==> src/rtl/obstacle_scroller_pkg.sv <==
`default_nettype none
// +--------------------------------------------------------------------+
// | obstacle_scroller_pkg                                              |
// | Shared game constants: phase encoding and playfield defaults.      |
// | Rev 1.0                                                            |
// +--------------------------------------------------------------------+
package obstacle_scroller_pkg;
   localparam int H_RES          = 1920;
   localparam int X_START        = 1920;
   localparam int STEP_INIT      = 4;
   localparam int STEP_MAX       = 32;
   localparam int TICKS_PER_STEP = 1000;
   localparam int TS_W           = 8;

   localparam logic [1:0] IDLE = 2'd0;
   localparam logic [1:0] RUN  = 2'd1;
   localparam logic [1:0] HIT  = 2'd2;
endpackage
`default_nettype wire

==> src/rtl/obstacle_scroller_step_timer.sv <==
`default_nettype none
// +--------------------------------------------------------------------+
// | step_timer                                                         |
// | Counts accepted moves into time steps and ramps speed, saturating. |
// | Rev 1.0                                                            |
// +--------------------------------------------------------------------+
module step_timer #(
   parameter int STEP_INIT      = 4,
   parameter int STEP_MAX       = 32,
   parameter int TICKS_PER_STEP = 1000,
   parameter int TS_W           = 8,
   parameter int SPD_W          = $clog2(STEP_MAX + 1)
) (
   input  logic             clk,
   input  logic             rst,
   input  logic             clear,
   input  logic             tick_en,
   output logic [SPD_W-1:0] speed,
   output logic [TS_W-1:0]  time_step
);
   localparam int CNT_W = (TICKS_PER_STEP > 1) ? $clog2(TICKS_PER_STEP) : 1;
   localparam logic [CNT_W-1:0] c_TICK_LAST = CNT_W'(TICKS_PER_STEP - 1);
   localparam logic [SPD_W-1:0] c_SPD_INIT  = SPD_W'(STEP_INIT);
   localparam logic [SPD_W-1:0] c_SPD_MAX   = SPD_W'(STEP_MAX);

   logic [CNT_W-1:0] r_tick;

   always_ff @(posedge clk or posedge rst) begin
      if (rst) begin
         r_tick    <= '0;
         speed     <= c_SPD_INIT;
         time_step <= '0;
      end else if (clear) begin
         r_tick    <= '0;
         speed     <= c_SPD_INIT;
         time_step <= '0;
      end else if (tick_en) begin
         if (r_tick == c_TICK_LAST) begin
            r_tick <= '0;
            if (time_step != '1)
               time_step <= time_step + 1'b1;
            if (speed < c_SPD_MAX)
               speed <= speed + 1'b1;
         end else begin
            r_tick <= r_tick + 1'b1;
         end
      end
   end
endmodule
`default_nettype wire

==> src/rtl/obstacle_scroller.sv <==
`default_nettype none
// +--------------------------------------------------------------------+
// | obstacle_scroller                                                  |
// | Game-phase FSM plus obstacle position/wrap datapath driven by mv.  |
// | Rev 1.0                                                            |
// +--------------------------------------------------------------------+
module obstacle_scroller #(
   parameter int X_START        = obstacle_scroller_pkg::X_START,
   parameter int STEP_INIT      = obstacle_scroller_pkg::STEP_INIT,
   parameter int STEP_MAX       = obstacle_scroller_pkg::STEP_MAX,
   parameter int TICKS_PER_STEP = obstacle_scroller_pkg::TICKS_PER_STEP,
   parameter int TS_W           = obstacle_scroller_pkg::TS_W,
   parameter int X_W            = $clog2(X_START + 1),
   parameter int SPD_W          = $clog2(STEP_MAX + 1)
) (
   input  logic             clk,
   input  logic             rst,
   input  logic             mv,
   input  logic             run,
   input  logic             collide,
   output logic [X_W-1:0]   obj_x,
   output logic             obj_valid,
   output logic [SPD_W-1:0] speed,
   output logic [TS_W-1:0]  time_step,
   output logic             wrap,
   output logic [1:0]       state
);
   import obstacle_scroller_pkg::*;

   localparam logic [X_W-1:0] c_X_START = X_W'(X_START);

   logic [1:0] r_state;
   logic [1:0] w_state_nxt;
   logic       w_accept;
   logic       w_clear;
   logic       w_under;

   always_ff @(posedge clk or posedge rst) begin
      if (rst) r_state <= IDLE;
      else     r_state <= w_state_nxt;
   end

   // collide outranks run-drop in RUN; HIT only leaves when run falls
   always_comb begin
      w_state_nxt = r_state;
      case (r_state)
         IDLE:    if (run) w_state_nxt = RUN;
         RUN: begin
            if (collide)   w_state_nxt = HIT;
            else if (!run) w_state_nxt = IDLE;
         end
         HIT:     if (!run) w_state_nxt = IDLE;
         default: w_state_nxt = IDLE;
      endcase
   end

   always_comb begin
      w_accept = (r_state == RUN) && !collide && run && mv;
      w_clear  = (w_state_nxt == IDLE);
      w_under  = (obj_x < X_W'(speed));
   end

   always_ff @(posedge clk or posedge rst) begin
      if (rst) begin
         obj_x     <= c_X_START;
         obj_valid <= 1'b0;
         wrap      <= 1'b0;
      end else begin
         obj_valid <= (w_state_nxt == RUN) || (w_state_nxt == HIT);
         wrap      <= w_accept && w_under;
         if (w_clear)
            obj_x <= c_X_START;
         else if (w_accept)
            obj_x <= w_under ? c_X_START : obj_x - X_W'(speed);
      end
   end

   assign state = r_state;

   // speed seen here is the pre-increment value, so a ramping mv moves by the old step
   step_timer #(
      .STEP_INIT      (STEP_INIT),
      .STEP_MAX       (STEP_MAX),
      .TICKS_PER_STEP (TICKS_PER_STEP),
      .TS_W           (TS_W),
      .SPD_W          (SPD_W)
   ) u_step_timer (
      .clk       (clk),
      .rst       (rst),
      .clear     (w_clear),
      .tick_en   (w_accept),
      .speed     (speed),
      .time_step (time_step)
   );
endmodule
`default_nettype wire

==> config.mk <==
export PLATFORM = sky130hd
export DESIGN_NAME = obstacle_scroller
export DESIGN_NICKNAME = d
export VERILOG_FILES = /design/src/rtl/obstacle_scroller_pkg.sv /design/src/rtl/obstacle_scroller_step_timer.sv /design/src/rtl/obstacle_scroller.sv
export SDC_FILE = /design/constraint.sdc
export NUM_CORES = 1
export LEC_CHECK = 0
export ABC_AREA = 1
export ABC_CLOCK_PERIOD_IN_PS = 5200
export CAP_MARGIN = 20
export CORE_MARGIN = 2
export CORE_UTILIZATION = 41
export DETAILED_ROUTE_END_ITERATION = 16
export GPL_ROUTABILITY_DRIVEN = 0
export SLEW_MARGIN = 20
export SYNTH_ARGS = -nofsm -noshare
export SYNTH_HDL_FRONTEND = slang
export SYNTH_HIERARCHICAL = 1
export SYNTH_SLANG_ARGS = --single-unit
==> constraint.sdc <==
create_clock -name clk -period 5.2 [get_ports clk]
set_input_delay 1.04 -clock clk [delete_from_list [all_inputs] [get_ports clk]]
set_output_delay 1.04 -clock clk [all_outputs]
set_load 0.05 [all_outputs]
==> metrics.md <==
| Metric | Value |
|---|---|
| Final Slew Violations | `0` |
| CTS tree | `built` |
| Vias in the first global route | `2140` |
| Die height | `82.7 um` |
| Fin util | `50.8%` |
| Worst setup EP type | `register` |
| Most common cell after layout, fill and taps aside | `nand2_1` |
| Status | `finished, final reports clean` |
| Clock period minus worst slack | `3.02 ns` |
| Slew HR | `57.5%` |
| Synth Net Count | `371` |
| Clock skew after layout | `0.00572 ns` |
| Yosys reg bits | `39` |
| Min-Delay Path Class | `register to register` |
| Max Fclk | `331 MHz` |
| Cells after Synth | `355` |
| Clk slew on worst S/H paths | `0.07 ns` |
| Initial Util | `42.7%` |
| Maximum vdd drop | `0.315 mV` |
| Num ports | `34` |
| Max Cap Violations | `0` |
| Cell-internal power | `663 uW` |
| Fin crit share | `58.1%` |
| P_sw | `627 uW` |
| Pleak | `0.00150 uW` |
| Register area share after synthesis | `38.6%` |
| Count of final setup violators | `0` |
| # hold bufs at CTS | `0` |
| CP required | `5.42 ns` |
| Worst-path fanout max | `14` |
| Largest net degree at the start of global routing | `25` |
| Cell Pwr Density | `426 mW/mm^2` |
| H-tree depth | `2` |
| R2R depth | `9` |
| Clk pwr share | `15.4%` |
| Clk_lat worst skew | `0.29 ns` |
| Port bufs | `33` |
| Clock sinks | `39` |
| Fill cell count | `616` |
| Drt via density | `4.81` |
| Area growth syn-to-layout | `19.1%` |
| Die Width | `82.7 um` |
| Clock Root Buffer | `clkbuf_8` |
| First-pass GRT wire length | `9.79 mm` |
| Sequential Power Share | `32.4%` |
| Placed Instance Area | `0.00293 sq mm` |
| Commonest non-fill, non-tap cells in the layout | `113 x nand2_1, 49 x inv_1, 36 x nor2_1, 34 x nand3_1, 34 x dfrtp_1` |
| Synthesis Warnings | `6` |
| RSZ-0062 raised after global routing | `false` |
| HPWL Detailed | `4.21 mm` |
| Critical path type | `input port to register` |
| Setup_tns | `0 ns` |
| Syn avg cell area | `7.16 sq um` |
| Die ar. | `0.00685 sq mm` |
| Residual DRC | `0` |
| Syn Std Cell Area | `0.00254 sq mm` |
| Num CTS Buffers | `5` |
| Final hold violations | `0` |
| First-pass detailed-route iteration total | `4` |
| Antenna diode count | `0` |
| Design Power | `1290 uW` |
| Final Instance Area | `0.00303 sq mm` |
| GRT Resource Usage Total | `18.8%` |
| Row count | `28` |
| Net Sw Frac | `48.6%` |
| WHS Path Cells | `2` |
| Routed Antenna Nets | `0` |
| WP data arrival | `3.24 ns` |
| Post-CTS Setup Bufs | `0` |
| Max Buffers Root-to-Sink | `2` |
| Combinational power share | `52.2%` |
| Setup crit start kind | `input port` |
| Vias post-DR | `2249` |
| Routed wire per std cell | `12.0 um` |
| # nets final | `408` |
| Count of different cell masters after synthesis | `34` |
| WL final | `5.61 mm` |
| # resized after CTS | `0` |
| Sequential Area | `982 sq um` |
| Core area | `0.00596 sq mm` |
| Total grt overflow | `0` |
| Footprint of the multi-input gates | `0.00132 sq mm` |
| Initial antenna violation count | `0` |
| Least-Margin Pin Slew | `0.637 ns` |
| DR iter-0 viols | `86` |
| Layout cells sized above 1 | `9.41%` |
## synthesized netlist by cell type
cell	instances	area [sq um]
nand2_4	3	33.8
nor2_1	36	135
nand3b_1	2	15.0
nand2_1	113	424
buf_2	1	5.00
o21ai_2	3	26.3
and3_1	1	6.26
nand3_1	34	170
dfrtp_1	34	851
xor2_1	5	43.8
clkbuf_1	1	3.75
a21oi_1	3	15.0
nand4_1	7	43.8
fa_1	1	20.0
a21oi_2	1	8.76
o31ai_1	1	7.51
o22ai_1	3	18.8
o21bai_1	2	15.0
dfstp_2	5	131
nand2_2	5	31.3
a211oi_1	1	7.51
xnor2_1	2	17.5
inv_2	6	22.5
nor3_1	3	15.0
ha_1	10	125
buf_6	1	11.3
o21ai_0	6	30.0
nor2_2	5	31.3
nand3_2	1	10.0
buf_8	1	15.0
nand3b_4	1	20.0
inv_1	49	184
nor3b_1	3	22.5
o21ai_1	5	25.0
## kinds of logic after synthesis
logic type | share of synthesized area, %
flip-flops | 38.6
AO/OA/AOI/OAI | 6.05
XOR/XNOR | 2.41
buffers and inverters | 9.50
adder cells (fa/ha/maj) | 5.71
AND/OR/NAND/NOR | 37.7
## flip-flops by register name, summed over array words and instances, names as in the netlist
register / count
u_step_timer/time_step: 8
obj_valid: 1
u_step_timer/speed: 6
state: 2
obj_x: 11
u_step_timer/r_tick: 10
wrap: 1
## through the flow
stage	worst slack (ns)	cells	hold slack [ns]
final	2.18	468	0.515
after global routing	1.86	468	0.524
after CTS	2.16	467	0.519
after detailed placement	1.85	459	0.506
after global placement	1.90	459	0.499
after floorplan	2.79	355	0.496
## per-layer routing
metal	GRT usage (%)	up-vias	routed length [um]
li1	-	1192	-
met1	27.3	1016	2930
met2	28.5	36	2440
met3	3.26	5	182
met4	5.41	0	55
met5	0	-	0
## path summary, 6_finish.rpt
kind                                          end  slack (ns)             startpoint
min reg2reg                 u_step_timer/speed[2]        0.52  u_step_timer/speed[2]
max reg2reg                              obj_x[9]        2.91               state[1]
max in group asynchronous                obj_x[5]        3.63                    rst
max                                      obj_x[9]        2.18                collide
min in group asynchronous  u_step_timer/r_tick[2]        1.09                    rst
min                         u_step_timer/speed[2]        0.52  u_step_timer/speed[2]
## layout make-up
type | count | area share (%)
timing repair buffer | 34 | 11.4
inverter | 55 | 6.82
sequential | 39 | 32.4
multi-input combinational | 257 | 43.6
clock buffer | 7 | 2.52
tap | 75 | 3.10
clock inverter | 1 | 0.165
## critical path, stage by stage
cell and delay (ns):
clkdlybuf4s50_1 0.43, inv_1 0.06, o22ai_1 0.06, o21ai_0 0.11, ha_1 0.56, inv_1 0.18
nand2_1 0.38, nand2_1 0.09, nor2_1 0.13, nand2_1 0.07, nand2_1 0.06, nand3_1 0.06
## power by group through the flow
stage               Combinational [uW]  Sequential, uW  Clock, uW
CTS                                675             419        212
global placement                   666             426          0
global route                       744             429        221
finish                             674             418        199
detailed placement                 672             424          0
floorplan                          361             568          0
No activity file was read; power rests on OpenSTA's default activity.
